`src/rtl/seg_pkg.sv`:
```
// Shared widths and 7-segment glyph table for the BCD counter display.
package seg_pkg;

    localparam int unsigned BCD_W = 4;
    localparam int unsigned SEG_W = 7;

    // Active-high glyphs, bit0 = segment A .. bit6 = segment G.
    localparam logic [SEG_W-1:0] SEG_PATTERN [0:9] = '{
        7'h3F, 7'h06, 7'h5B, 7'h4F, 7'h66,
        7'h6D, 7'h7D, 7'h07, 7'h7F, 7'h6F
    };

    localparam logic [SEG_W-1:0] SEG_BLANK = 7'b0;

endpackage

```
`src/rtl/seven_seg_decoder.sv`:
```
// Combinational BCD digit to 7-segment pattern; non-BCD codes and forced blank render dark.
module seven_seg_decoder
    import seg_pkg::*;
#(
    parameter bit SEG_ACTIVE_LOW = 1'b1
) (
    input  logic [BCD_W-1:0] bcd,
    input  logic             blank,
    output logic [SEG_W-1:0] seg_c
);

    logic [SEG_W-1:0] lit;

    always_comb begin
        lit = SEG_BLANK;
        if (!blank && (bcd <= 4'd9)) begin
            lit = SEG_PATTERN[bcd];
        end
        seg_c = SEG_ACTIVE_LOW ? ~lit : lit;
    end

endmodule

```
`src/rtl/bcd_counter_display.sv`:
```
// N-digit BCD up/down counter with clear, checked parallel load and 7-segment outputs.
// Optional build macro LEADING_ZERO_BLANK_EN darkens zero digits above the highest non-zero digit.
module bcd_counter_display
    import seg_pkg::*;
#(
    parameter int unsigned NUM_DIGITS     = 2,
    parameter bit          SEG_ACTIVE_LOW = 1'b1,
    parameter bit          SATURATE       = 1'b0
) (
    input  logic                        i_Clk,
    input  logic                        i_Rst_L,
    input  logic                        i_Inc,
    input  logic                        i_Dec,
    input  logic                        i_Clear,
    input  logic                        i_Load,
    input  logic [BCD_W*NUM_DIGITS-1:0] i_Load_Value,
    output logic [BCD_W*NUM_DIGITS-1:0] o_Count,
    output logic [SEG_W*NUM_DIGITS-1:0] o_Segments,
    output logic                        o_Limit,
    output logic                        o_Load_Err
);

    localparam int unsigned CNT_W  = BCD_W * NUM_DIGITS;
    localparam int unsigned SEGS_W = SEG_W * NUM_DIGITS;

    logic              inc_prev, dec_prev;
    logic              inc_rise, dec_rise;
    logic [CNT_W-1:0]  up_val, dn_val, count_d;
    logic              up_wrap, dn_wrap, load_ok;
    logic              limit_d, load_err_d;
    logic [NUM_DIGITS-1:0] blank_c;
    logic [SEGS_W-1:0] seg_c;

    assign inc_rise = i_Inc & ~inc_prev;
    assign dec_rise = i_Dec & ~dec_prev;

    // Ripple increment/decrement candidates; wrap flags mean every digit carried/borrowed.
    always_comb begin
        up_val  = o_Count;
        dn_val  = o_Count;
        up_wrap = 1'b1;
        dn_wrap = 1'b1;
        load_ok = 1'b1;
        for (int k = 0; k < int'(NUM_DIGITS); k++) begin
            if (up_wrap) begin
                if (o_Count[k*BCD_W +: BCD_W] == 4'd9) begin
                    up_val[k*BCD_W +: BCD_W] = 4'd0;
                end else begin
                    up_val[k*BCD_W +: BCD_W] = o_Count[k*BCD_W +: BCD_W] + 4'd1;
                    up_wrap = 1'b0;
                end
            end
            if (dn_wrap) begin
                if (o_Count[k*BCD_W +: BCD_W] == 4'd0) begin
                    dn_val[k*BCD_W +: BCD_W] = 4'd9;
                end else begin
                    dn_val[k*BCD_W +: BCD_W] = o_Count[k*BCD_W +: BCD_W] - 4'd1;
                    dn_wrap = 1'b0;
                end
            end
            if (i_Load_Value[k*BCD_W +: BCD_W] > 4'd9) begin
                load_ok = 1'b0;
            end
        end
    end

    // Clear beats load, load beats counting; simultaneous inc/dec edges cancel.
    always_comb begin
        count_d    = o_Count;
        limit_d    = 1'b0;
        load_err_d = 1'b0;
        if (i_Clear) begin
            count_d = '0;
        end else if (i_Load) begin
            if (load_ok) begin
                count_d = i_Load_Value;
            end else begin
                load_err_d = 1'b1;
            end
        end else if (inc_rise && !dec_rise) begin
            limit_d = up_wrap;
            if (!(up_wrap && SATURATE)) begin
                count_d = up_val;
            end
        end else if (dec_rise && !inc_rise) begin
            limit_d = dn_wrap;
            if (!(dn_wrap && SATURATE)) begin
                count_d = dn_val;
            end
        end
    end

`ifdef LEADING_ZERO_BLANK_EN
    // Walk down from the top digit; digit 0 is never blanked.
    always_comb begin
        logic seen;
        seen    = 1'b0;
        blank_c = '0;
        for (int k = int'(NUM_DIGITS) - 1; k >= 1; k--) begin
            if (o_Count[k*BCD_W +: BCD_W] != 4'd0) begin
                seen = 1'b1;
            end
            blank_c[k] = ~seen;
        end
    end
`else
    assign blank_c = '0;
`endif

    for (genvar g = 0; g < int'(NUM_DIGITS); g++) begin : g_digit
        seven_seg_decoder #(
            .SEG_ACTIVE_LOW(SEG_ACTIVE_LOW)
        ) u_dec (
            .bcd   (o_Count[g*BCD_W +: BCD_W]),
            .blank (blank_c[g]),
            .seg_c (seg_c[g*SEG_W +: SEG_W])
        );
    end

    // History resets high so a button held through reset is not seen as an edge.
    always_ff @(posedge i_Clk or negedge i_Rst_L) begin
        if (!i_Rst_L) begin
            inc_prev   <= 1'b1;
            dec_prev   <= 1'b1;
            o_Count    <= '0;
            o_Limit    <= 1'b0;
            o_Load_Err <= 1'b0;
            o_Segments <= {SEGS_W{SEG_ACTIVE_LOW}};
        end else begin
            inc_prev   <= i_Inc;
            dec_prev   <= i_Dec;
            o_Count    <= count_d;
            o_Limit    <= limit_d;
            o_Load_Err <= load_err_d;
            o_Segments <= seg_c;
        end
    end

endmodule

```
`config.mk`:
```
export PLATFORM = sky130hd
export DESIGN_NAME = bcd_counter_display
export DESIGN_NICKNAME = d
export VERILOG_FILES = /design/src/rtl/seg_pkg.sv /design/src/rtl/seven_seg_decoder.sv /design/src/rtl/bcd_counter_display.sv
export SDC_FILE = /design/constraint.sdc
export NUM_CORES = 1
export LEC_CHECK = 0
export ABC_CLOCK_PERIOD_IN_PS = 4500
export CAP_MARGIN = 10
export CORE_ASPECT_RATIO = 2
export CORE_MARGIN = 5
export CORE_UTILIZATION = 50
export DETAILED_ROUTE_END_ITERATION = 7
export PLACE_DENSITY = 0.87
export SYNTH_ARGS = -nofsm -noshare
export SYNTH_HDL_FRONTEND = slang
export SYNTH_SLANG_ARGS = --single-unit
```
`constraint.sdc`:
```
create_clock -name i_Clk -period 4.5 [get_ports i_Clk]
set_input_delay 0.9 -clock i_Clk [delete_from_list [all_inputs] [get_ports i_Clk]]
set_output_delay 0.9 -clock i_Clk [all_outputs]
set_load 0.02 [all_outputs]
```
* Yosys cells after proc, flatten, opt, wreduce, memory -nomap -nowiden
Memory sizes are Yosys's and may differ from the RTL's. Cells that the tools add are included.
Word-level totals: input bits 14, flip-flop bits (word level) 26, memories 2, memory bits (read-only) 224, word-level logic and storage cells 73
Operators by class: multiplexer cells 32, reductions and logical operators 10, magnitude comparators 6, bitwise operators 8, equal/unequal tests 4, $add $sub $neg 4
Memory list:
- (no name shown) | words 16, width 7, rd ports 1, clocked after memory_dff 0, write ports 0, line seven_seg_decoder.sv:17 | lit = SEG_PATTERN[bcd];
- (no name shown) | words 16, width 7, rd ports 1, clocked after memory_dff 0, write ports 0, line seven_seg_decoder.sv:17
Operators with widths (number):
- $mux 7 | 6
- $mux 8 | 5
- $mux 4 | 6
- $mux 1 | 15
- $not 7->7 | 2
- $ge 5x5->1 const B | 2
- $not 4->5 | 2
- $add 4x1->4 const B | 2
- $eq 4x4->1 const B | 2
- $gt 4x4->1 const B | 2
- $le 4x4->1 const B | 2
- $logic_not 4->1 | 2
- $reduce_bool 4->1 | 2
- $sub 4x1->4 const B | 2
- $ne 4x3->1 const B | 1
- $reduce_and 4->1 | 1
- $ne 3x2->1 const B | 1
- $and 1x1->1 | 2
- $logic_and 1x1->1 | 2
- $logic_not 1->1 | 2
- $not 1->1 | 2
- $reduce_and 2->1 | 1

* Depth between registers and ports, before layout
Gate-level depths: netlist (run 1).
word-level depth 8, gate-level depth with buffers 9, depth with buffers taken out 7

* Cells and area by module
A second synthesis (run 1) with hierarchy kept.
Unflattened totals: cells, all modules 196, area total of the unflattened synthesis 1900.6 um^2
By module, submodules not included:
- bcd_counter_display | area each 1445.1 um^2, times used 1, cells an instance 136
- seven_seg_decoder | area each 227.7 um^2, times used 2, cells an instance 30

* Least setup slack after synthesis (run 1)
No wires, ideal clock.
path type input to register, from in i_Inc, to reg o_Count[6], arrival 2198 ps, cell stages on the path 7, setup time 99 ps, slack 2203 ps, buffers on the path 1, path through nand2b_1 > inv_1 > ha_1 > buf_2 > mux2_4 > a221o_1 > a311oi_1
Between the ends: word-level cells in the longest chain between the ends 5, elaborated cells between the ends (all ways) 11, those cells by class eq/ne: 1; mux: 3; bitwise: 1; reduce/logical: 6
Ends and longest elaborated chain:
- start, declared | line bcd_counter_display.sv:12 | input logic i_Inc,
- $and 1x1->1 (*) | line bcd_counter_display.sv:34 | assign inc_rise = i_Inc & ~inc_prev;
- $logic_not 1->1 / $logic_and 1x1->1 (equally long branches) | line bcd_counter_display.sv:85, bcd_counter_display.sv:80
- $logic_and 1x1->1 / $mux 8 (equally long branches) | line bcd_counter_display.sv:85, bcd_counter_display.sv:80
- $reduce_bool 4->1 (no line) / $mux 8 (equally long branches)
- $reduce_and 4->1 (no line) / $mux 8 (equally long branches)
- end signal, assigned | line bcd_counter_display.sv:132 | o_Count <= count_d;
- end, declared | line bcd_counter_display.sv:17 | output logic [BCD_W*NUM_DIGITS-1:0] o_Count,
Every way passes the cells marked *; elsewhere a longest branch is shown, timed or not. A chain may end at the register's enable or synchronous reset.

* Worst setup path after layout (run 1)
from in i_Inc, to reg o_Count[4]
Same word-level chain as after synthesis.

==> flow_summary.ini, run 1 <==
[sta]
max_freq_mhz = 344
tightest_slew_ns = 0.700
fin_crit_ns = 2.91
finClkSkew_ns = 0.00397
hold_viol = 0
tns_ns = 0
setup_viol = 0
rsz0062_at_grt = no
maxSlewViolCount = 0
fin_crit_sh_pct = 64.6
max_slew_margin_pct = 53.4

[die]
core-area_mm2 = 0.00338
rows = 30
start_util_pct = 51.7
die_area_mm2 = 0.00484
die_x_um = 51.8
num_io_pins = 38
chipHeight_um = 93.6

[power_and_ir_drop]
leakage_nw = 0.909
power_density_mw_per_mm2 = 396
p_total_mw = 0.862
ir_worst_vdd_mv = 0.257

[finish]
fin_nets = 258
layout_commonest_cell = clkdlybuf4s50_1
antennaDiodeCount = 0
ff_latch_area_um2 = 671
design_area_mm2 = 0.00218
fin_cells = 259
fillers = 288
fin_util_pct = 64.4
multi_input_area_um2 = 987
drive_gt1_share_pct = 11.5
layout_common_cells = clkdlybuf4s50_1 (37), o21ai_0 (19), nor2_1 (18)
area_delta_synth_final_pct = 24.7

[critical_path]
worst-r2r-cell-count = 6
r2r-end = o_Count[4]$_DFFE_PN0P_
reg2reg_slack_ns = 2.20
crit_fanout = 21
crit_path_end = o_Count[4]$_DFFE_PN0P_
cp.required_ns = 4.63
startpoint_type = input port
crit_type = in -> reg
critPathLaunch = i_Inc
endpoint_kind = register
arrival_ns = 3.04
r2r_start = dec_prev$_DFF_PN1_

[grt]
grt_pass1_vias = 1674
grt_pass1_wl_um = 7530
grt_max_degree = 22
grtUsageTotal_pct = 19.9
grt_overflow_total = 0
antenna_found_initial = 0

[synthesis]
seq_area_frac_synth_pct = 38.4
yosysWarnings = 0
synth-edff-count = 0
synth_flop_cell = dfstp_2
syn_area_mm2 = 0.00175
syn-instance-count = 195
avgSynthCellArea_um2 = 8.95
async_flop_share_pct = 100
synth-seq-cells = 26
synthDistinctLibCells = 46
synthesis.nets = 225

[clock_network]
cts_buffers = 3
ctsResizeCount = 0
clk_latency_ns = 0.27
cts_tree = done
cts.clk_slew.worst_paths_ns = 0.09
cts_setup_buffers = 0
clockBufferDepth = 2
cts_root_buf = clkbuf_8
cts_num_sinks = 26
cts_htree_levels = 1
cts_hold_buf = 0

[drt]
via_per_inst = 6.34
drtAntennaViolNets = 0
totalWireLength_um = 4360
route.detailed.wl_per_inst_um = 16.8
drt_pass1_iterations = 4
vias = 1643
drt-initial-drc-count = 102
drc = 0

[placement]
dp_hpwl_um = 3330
dpl-instance-area_mm2 = 0.00212
globalplace.congestion = 0.969
portBuffers = 37
dp.cells = 255

[worst_hold_path]
hold_path.class = reg -> reg

[flow_run]
drv_cap = 0

[status]
status = complete, no violations
[per-layer routing]
layer	track usage, %	vias to the layer above	routed length, µm
met2	36.3	69	2410
li1	-	776	-
met3	1.75	15	213
met5	0	-	0
met1	21.3	783	1570
met4	11.4	0	170
[layout make-up]
type,count,share of cell area [%]
Multi-Input combinational cell,147,45.4
Timing Repair Buffer,38,17.4
Inverter,12,2.07
Clock buffer,4,2.53
Sequential cell,26,30.8
Tap cell,32,1.84
[worst max-delay path, stage by stage]
cell	delay [ns]
clkdlybuf4s50_1	0.48
nand2b_1	0.08
inv_1	0.06
ha_1	0.60
and4b_1	0.33
o21ai_1	0.13
a222oi_1	0.35
a311oi_1	0.09
[registers in the layout (all words and copies together) (netlist names)]
register / flops
o_Segments: 14
o_Load_Err: 1
inc_prev: 1
o_Limit: 1
dec_prev: 1
o_Count: 8
[metrics by stage]
step	hold WS (ns)	worst slack, ns
global placement	0.685	1.45
global route	0.760	1.43
finish	0.703	1.59
detailed placement	0.690	1.34
floorplan	0.604	2.20
CTS	0.717	1.64
[worst min-delay path by stage]
stage | to | depth (start not counted) | from
global placement | o_Count[0]$_DFFE_PN0P_ | 2 | o_Count[0]$_DFFE_PN0P_
CTS | o_Count[1]$_DFFE_PN0P_ | 1 | o_Count[1]$_DFFE_PN0P_
detailed placement | o_Count[1]$_DFFE_PN0P_ | 1 | o_Count[1]$_DFFE_PN0P_
finish | o_Count[1]$_DFFE_PN0P_ | 1 | o_Count[1]$_DFFE_PN0P_
global route | o_Count[1]$_DFFE_PN0P_ | 1 | o_Count[1]$_DFFE_PN0P_
floorplan | o_Count[0]$_DFFE_PN0P_ | 0 | i_Rst_L
[logic make-up (layout without fill, tap and decap cells)]
| group | after synthesis | count (layout) | synth area share (%) |
|---|---|---|---|
| adder cells (fa/ha/maj) | 16 | 16 | 11.5 |
| buffers and inverters | 22 | 54 | 5.02 |
| AO/OA/AOI/OAI | 63 | 63 | 23.6 |
| flip-flops | 26 | 26 | 38.4 |
| AND/OR/NAND/NOR | 65 | 65 | 19.5 |
| multiplexers | 3 | 3 | 2.01 |
[Yosys cell counts (all sizes together), types with 2 or more instances]
master	number	area, µm²
nand3	4	20.0
a211oi	2	15.0
dfrtp	10	250
a32oi	2	17.5
and3b	2	17.5
and3	2	12.5
inv	12	45.0
nor4	2	12.5
nor2	18	67.6
o311ai	2	17.5
a311oi	5	50.0
dfstp	16	420
nand2b	6	37.5
nand3b	3	22.5
a21oi	14	70.1
o21ai	20	100
nor3	5	25.0
a22o	2	17.5
mux2i	2	20.0
ha	16	200
a22oi	2	15.0
clkbuf	7	27.5
nand4	2	12.5
or3	2	12.5
nand2	14	52.6
a31oi	4	25.0
buf	3	15.0
[where the power goes]
part | total [mW] | switching (mW) | internal (mW) | leakage, nW
Clock | 0.149 | 0.0707 | 0.0781 | 0.0288
Combinational | 0.361 | 0.197 | 0.164 | 0.582
Sequential | 0.352 | 0.0460 | 0.306 | 0.299
Total | 0.862 | 0.314 | 0.548 | 0.909
Note: power is estimated with default switching activity, not from simulation.
==> run 2: changes to the inputs <==
--- a/config.mk
+++ b/config.mk
@@ -5,7 +5,7 @@
 export SDC_FILE = /design/constraint.sdc
 export NUM_CORES = 1
 export LEC_CHECK = 0
-export ABC_CLOCK_PERIOD_IN_PS = 4500
+export ABC_CLOCK_PERIOD_IN_PS = 2700
 export CAP_MARGIN = 10
 export CORE_ASPECT_RATIO = 2
 export CORE_MARGIN = 5
==> constraint.sdc (replaced) <==
create_clock -name i_Clk -period 2.7 [get_ports i_Clk]
set_input_delay 0.54 -clock i_Clk [delete_from_list [all_inputs] [get_ports i_Clk]]
set_output_delay 0.54 -clock i_Clk [all_outputs]
set_load 0.02 [all_outputs]
==> flow_summary.ini, run 2 (synthesis results as in run 1) <==
[die]
rows = 30
core-area_mm2 = 0.00338
die_x_um = 51.8
die_area_mm2 = 0.00484
chipHeight_um = 93.6
num_io_pins = 38
start_util_pct = 51.7

[drt]
drc = 0
drt-initial-drc-count = 80
route.detailed.wl_per_inst_um = 17.1
drtAntennaViolNets = 0
totalWireLength_um = 4510
via_per_inst = 6.41
drt_pass1_iterations = 5
vias = 1693

[clock_network]
cts_tree = done
clockBufferDepth = 2
cts_num_sinks = 26
clk_latency_ns = 0.28
cts_setup_buffers = 0
cts_hold_buf = 0
ctsResizeCount = 0
cts_htree_levels = 1
cts_root_buf = clkbuf_8
cts_buffers = 3
cts.clk_slew.worst_paths_ns = 0.09

[critical_path]
crit_type = in -> reg
path_cells = clkdlybuf4s50_1 -> nand2b_1 -> inv_1 -> ha_1 -> and4b_1 -> o21ai_1 -> a222oi_1 -> a311oi_1
max_stage_delay_ns = 0.49
startpoint_type = input port
endpoint_kind = register
critical_path.top_delay_family = compound AO/OA/AOI/OAI gates
critPathLaunch = i_Inc
crit_fanout = 13
arrival_ns = 2.52
path_buf_inv = 2
cp.required_ns = 2.84
cp_slowest_cell = clkdlybuf4s50_1
r2r_start = o_Count[4]$_DFFE_PN0P_

[grt]
grtUsageTotal_pct = 20.1
grtUsageMet2_pct = 36.9
grt_pass1_vias = 1687
grt.busiest_layer = met2
grt_overflow_total = 0
grtUsageMet1_pct = 20.5
grt_max_degree = 20
grt_pass1_wl_um = 7450
antenna_found_initial = 0
met3_usage_pct = 2.23

[power_and_ir_drop]
power_density_mw_per_mm2 = 684
ir_worst_vdd_mv = 0.428
leakage_nw = 0.941

[finish]
area_delta_synth_final_pct = 27.7
reg.largest.list = o_Segments (14), o_Count (8)
fin_nets = 263
antennaDiodeCount = 0
regMostFlops = o_Segments
layout_common_cells = clkdlybuf4s50_1 (37), o21ai_0 (19), nor2_1 (18)
layout_commonest_cell = clkdlybuf4s50_1
largest_reg_flops = 14
fin_cells = 264
drive_gt1_share_pct = 13.4

[flow_run]
drv_cap = 0

[sta]
fin_crit_ns = 2.37
tns_ns = 0
rsz0062_at_grt = no
fin_crit_sh_pct = 87.9
finClkSkew_ns = 0.00203
max_slew_margin_pct = 60.1
setup_viol = 0
maxSlewViolCount = 0
hold_viol = 0
tightest_slew_ns = 0.596
max_freq_mhz = 421
setup_ws_ns = 0.326

[placement]
portBuffers = 37
dp_hpwl_um = 3370
place_ws_ns = 0.0722
dp.cells = 260
globalplace.congestion = 0.932

[status]
status = complete, no violations

[worst_hold_path]
hold_path.class = in -> async
## run 2: final cells by class
type,count,area [µm²]
Fill cell,269,1150
Multi-Input combinational cell,147,987
Sequential cell,26,671
Timing Repair Buffer,43,415
Inverter,12,45.0
Clock buffer,3,41.3
Tap cell,32,40.0
Clock inverter,1,30.0
## run 2: final timing paths
check | to | slack, ns | depth (start not counted)
worst max-delay path | o_Count[4]$_DFFE_PN0P_ | 0.33 | 8
worst min-delay path | o_Count[4]$_DFFE_PN0P_ | 0.63 | 1
worst max register to register | o_Count[4]$_DFFE_PN0P_ | 0.53 | 6
worst min register to register | o_Count[0]$_DFFE_PN0P_ | 0.70 | 2
max in group asynchronous | o_Segments[0]$_DFF_PN1_ | 1.45 | 2
min in group i_Clk | o_Count[0]$_DFFE_PN0P_ | 0.70 | 2
## run 2: power by group
part	internal, mW	switching (mW)
logic	0.280	0.342
clock network	0.199	0.127
registers	0.511	0.0669
## run 2: stage by stage
step,total power [mW],hold slack [ns],instance area [µm²],utilization [%]
global route,1.61,0.696,2230,66.0
detailed placement,1.21,0.682,2160,63.9
global placement,1.19,0.684,2160,63.9
finish,1.53,0.633,2230,66.0
CTS,1.53,0.657,2230,66.0
floorplan,0.941,0.244,1750,-
## run 2: per-layer routing
layer | wire [µm] | vias to the layer above
li1 | - | 785
met1 | 1590 | 792
met2 | 2440 | 96
met3 | 269 | 20
met4 | 210 | 0
met5 | 0 | -
==> edit: new RTL, flow settings as in run 1 <==
The package constant `BCD_W` goes from 4 to 5.
--- a/src/rtl/seg_pkg.sv
+++ b/src/rtl/seg_pkg.sv
@@ -1,7 +1,7 @@
 // Shared widths and 7-segment glyph table for the BCD counter display.
 package seg_pkg;
 
-    localparam int unsigned BCD_W = 4;
+    localparam int unsigned BCD_W = 5;
     localparam int unsigned SEG_W = 7;
 
     // Active-high glyphs, bit0 = segment A .. bit6 = segment G.
Ports: changed (resized i_Load_Value and o_Count); port bits go from 38 to 42. No check against the original RTL was run, so the function may have changed too.
==> edit against run 1 <==
  * Via count grew 5.8%
  * Synthesized area grew 9.7%
  * Final area grew 10%
  * Worst setup slack gained 0.030 ns
  * Synthesized cell count grew 12%
  * Hold slack gained 0.00060 ns
  * Sequential cell count grew 2
  * Fmax grew 1.1%
  * Wire length grew 1.8%
  * First-iteration DRC count shrank 47%
  * Power grew 23%
  * Critical endpoint is now o_Count[9]$_DFFE_PN0P_
  * Largest power group unchanged
  * Highest routed layer unchanged
==> edit: results (changes against run 1) <==
Pwr:
- The standby leakage power is 0.0009684 µW (+6.5%).

Synthesis:
- After synthesis, the cell types taking the most area are sky130_fd_sc_hd__dfstp_2 (22%), sky130_fd_sc_hd__dfrtp_1 (16%), sky130_fd_sc_hd__ha_1 (9.2%).
- By count the netlist is led by sky130_fd_sc_hd__nor2_1 (20), sky130_fd_sc_hd__nand2_1 (19), sky130_fd_sc_hd__a21oi_1 (18), sky130_fd_sc_hd__dfstp_2 (16), sky130_fd_sc_hd__o21ai_0 (15).
- The number of synthesized register bits is 28 (+7.7%).
- The fraction of the yosys area taken by sequential cells is 0.3765 (-0.007759).
- The share of the synthesized area in compound gates (AO/OA/AOI/OAI) came to 0.2536 (+0.01775).
- The synthesized net count was 248 (+10%).
- The adder and majority cell fraction of the synthesized area came to 0.09150 (-0.02319).

Placed design:
- The total of buffers placed on input and output ports is 41 (+11%).
- The total placed instance area was 2325 µm² (+9.6%).

Route:
- The final wirelength is 4436 µm (+1.8%).
- The number of vias per cell after detailed routing is 5.758 (-9.2%).
- The met3 wire length is 315 µm (+48%).

STA:
- The final clock skew is 0.004071 ns (+0.0001035 ns).

Worst hold path:
- The launch instance of the worst min-delay path is o_Count[4]$_DFFE_PN0P_.
- The number of cells on the worst hold path is 2 (+1).

Setup path:
- The arrival time at the worst endpoint came to 3.06 ns (+0.02 ns).
- The top cell family by delay on the critical path is compound AO/OA/AOI/OAI gates.

Global route:
- The overall fraction of global-route tracks in use is 0.1745 (-0.02450).
- The met3 track demand over resource in global routing is 0.02765 (+0.01011).

Finish:
- The non-clock buffer total of the final layout is 42 (+11%).
- The layout inverter count without the clock tree is 13 (+1).
- The proportion of cell area spent on the clock network came to 0.02976 (+0.004463).
- Relative to the synthesized area, the layout overhead comes to 25.16%.
- The sequential cell area in the final layout is 720.7 µm² (+7.5%).

Run status:
- The run finished with clean final reports.
==> edit: cell types whose count changed after synthesis, moves of 3 or more <==
| cell | before | now |
|---|---|---|
| sky130_fd_sc_hd__a211oi_1 | 2 | 5 |
| sky130_fd_sc_hd__a21oi_1 | 14 | 18 |
| sky130_fd_sc_hd__a311oi_1 | 4 | 0 |
| sky130_fd_sc_hd__a31oi_1 | 4 | 7 |
| sky130_fd_sc_hd__buf_2 | 3 | 6 |
| sky130_fd_sc_hd__clkbuf_1 | 6 | 3 |
| sky130_fd_sc_hd__nand2_1 | 14 | 19 |
| sky130_fd_sc_hd__nand3_1 | 4 | 7 |
| sky130_fd_sc_hd__nand3b_1 | 3 | 0 |
| sky130_fd_sc_hd__nor2b_1 | 0 | 4 |
| sky130_fd_sc_hd__o21ai_0 | 19 | 15 |
==> edit: worst max path at each step <==
| stage | start | endpoint | slack, ns | cells past startpoint |
|---|---|---|---|---|
| 2_1_floorplan | i_Inc | o_Count[9]$_DFFE_PN0P_ | 2.22 | 9 |
| 3_3_place_gp | i_Inc | o_Count[9]$_DFFE_PN0P_ | 1.45 | 9 |
| 3_5_place_dp | i_Inc | o_Count[9]$_DFFE_PN0P_ | 1.38 | 9 |
| 4_1_cts | i_Inc | o_Count[9]$_DFFE_PN0P_ | 1.65 | 9 |
| 5_1_grt | i_Inc | o_Count[9]$_DFFE_PN0P_ | 1.43 | 9 |
| 6_report | i_Inc | o_Count[9]$_DFFE_PN0P_ | 1.62 | 9 |
==> edit: power groups by stage <==
stage	clock network, µW	registers (µW)	logic [µW]
CTS	204	416	443
global route	212	426	477
detailed placement	0	421	440
floorplan	0	465	217
global placement	0	417	429
finish	202	416	440
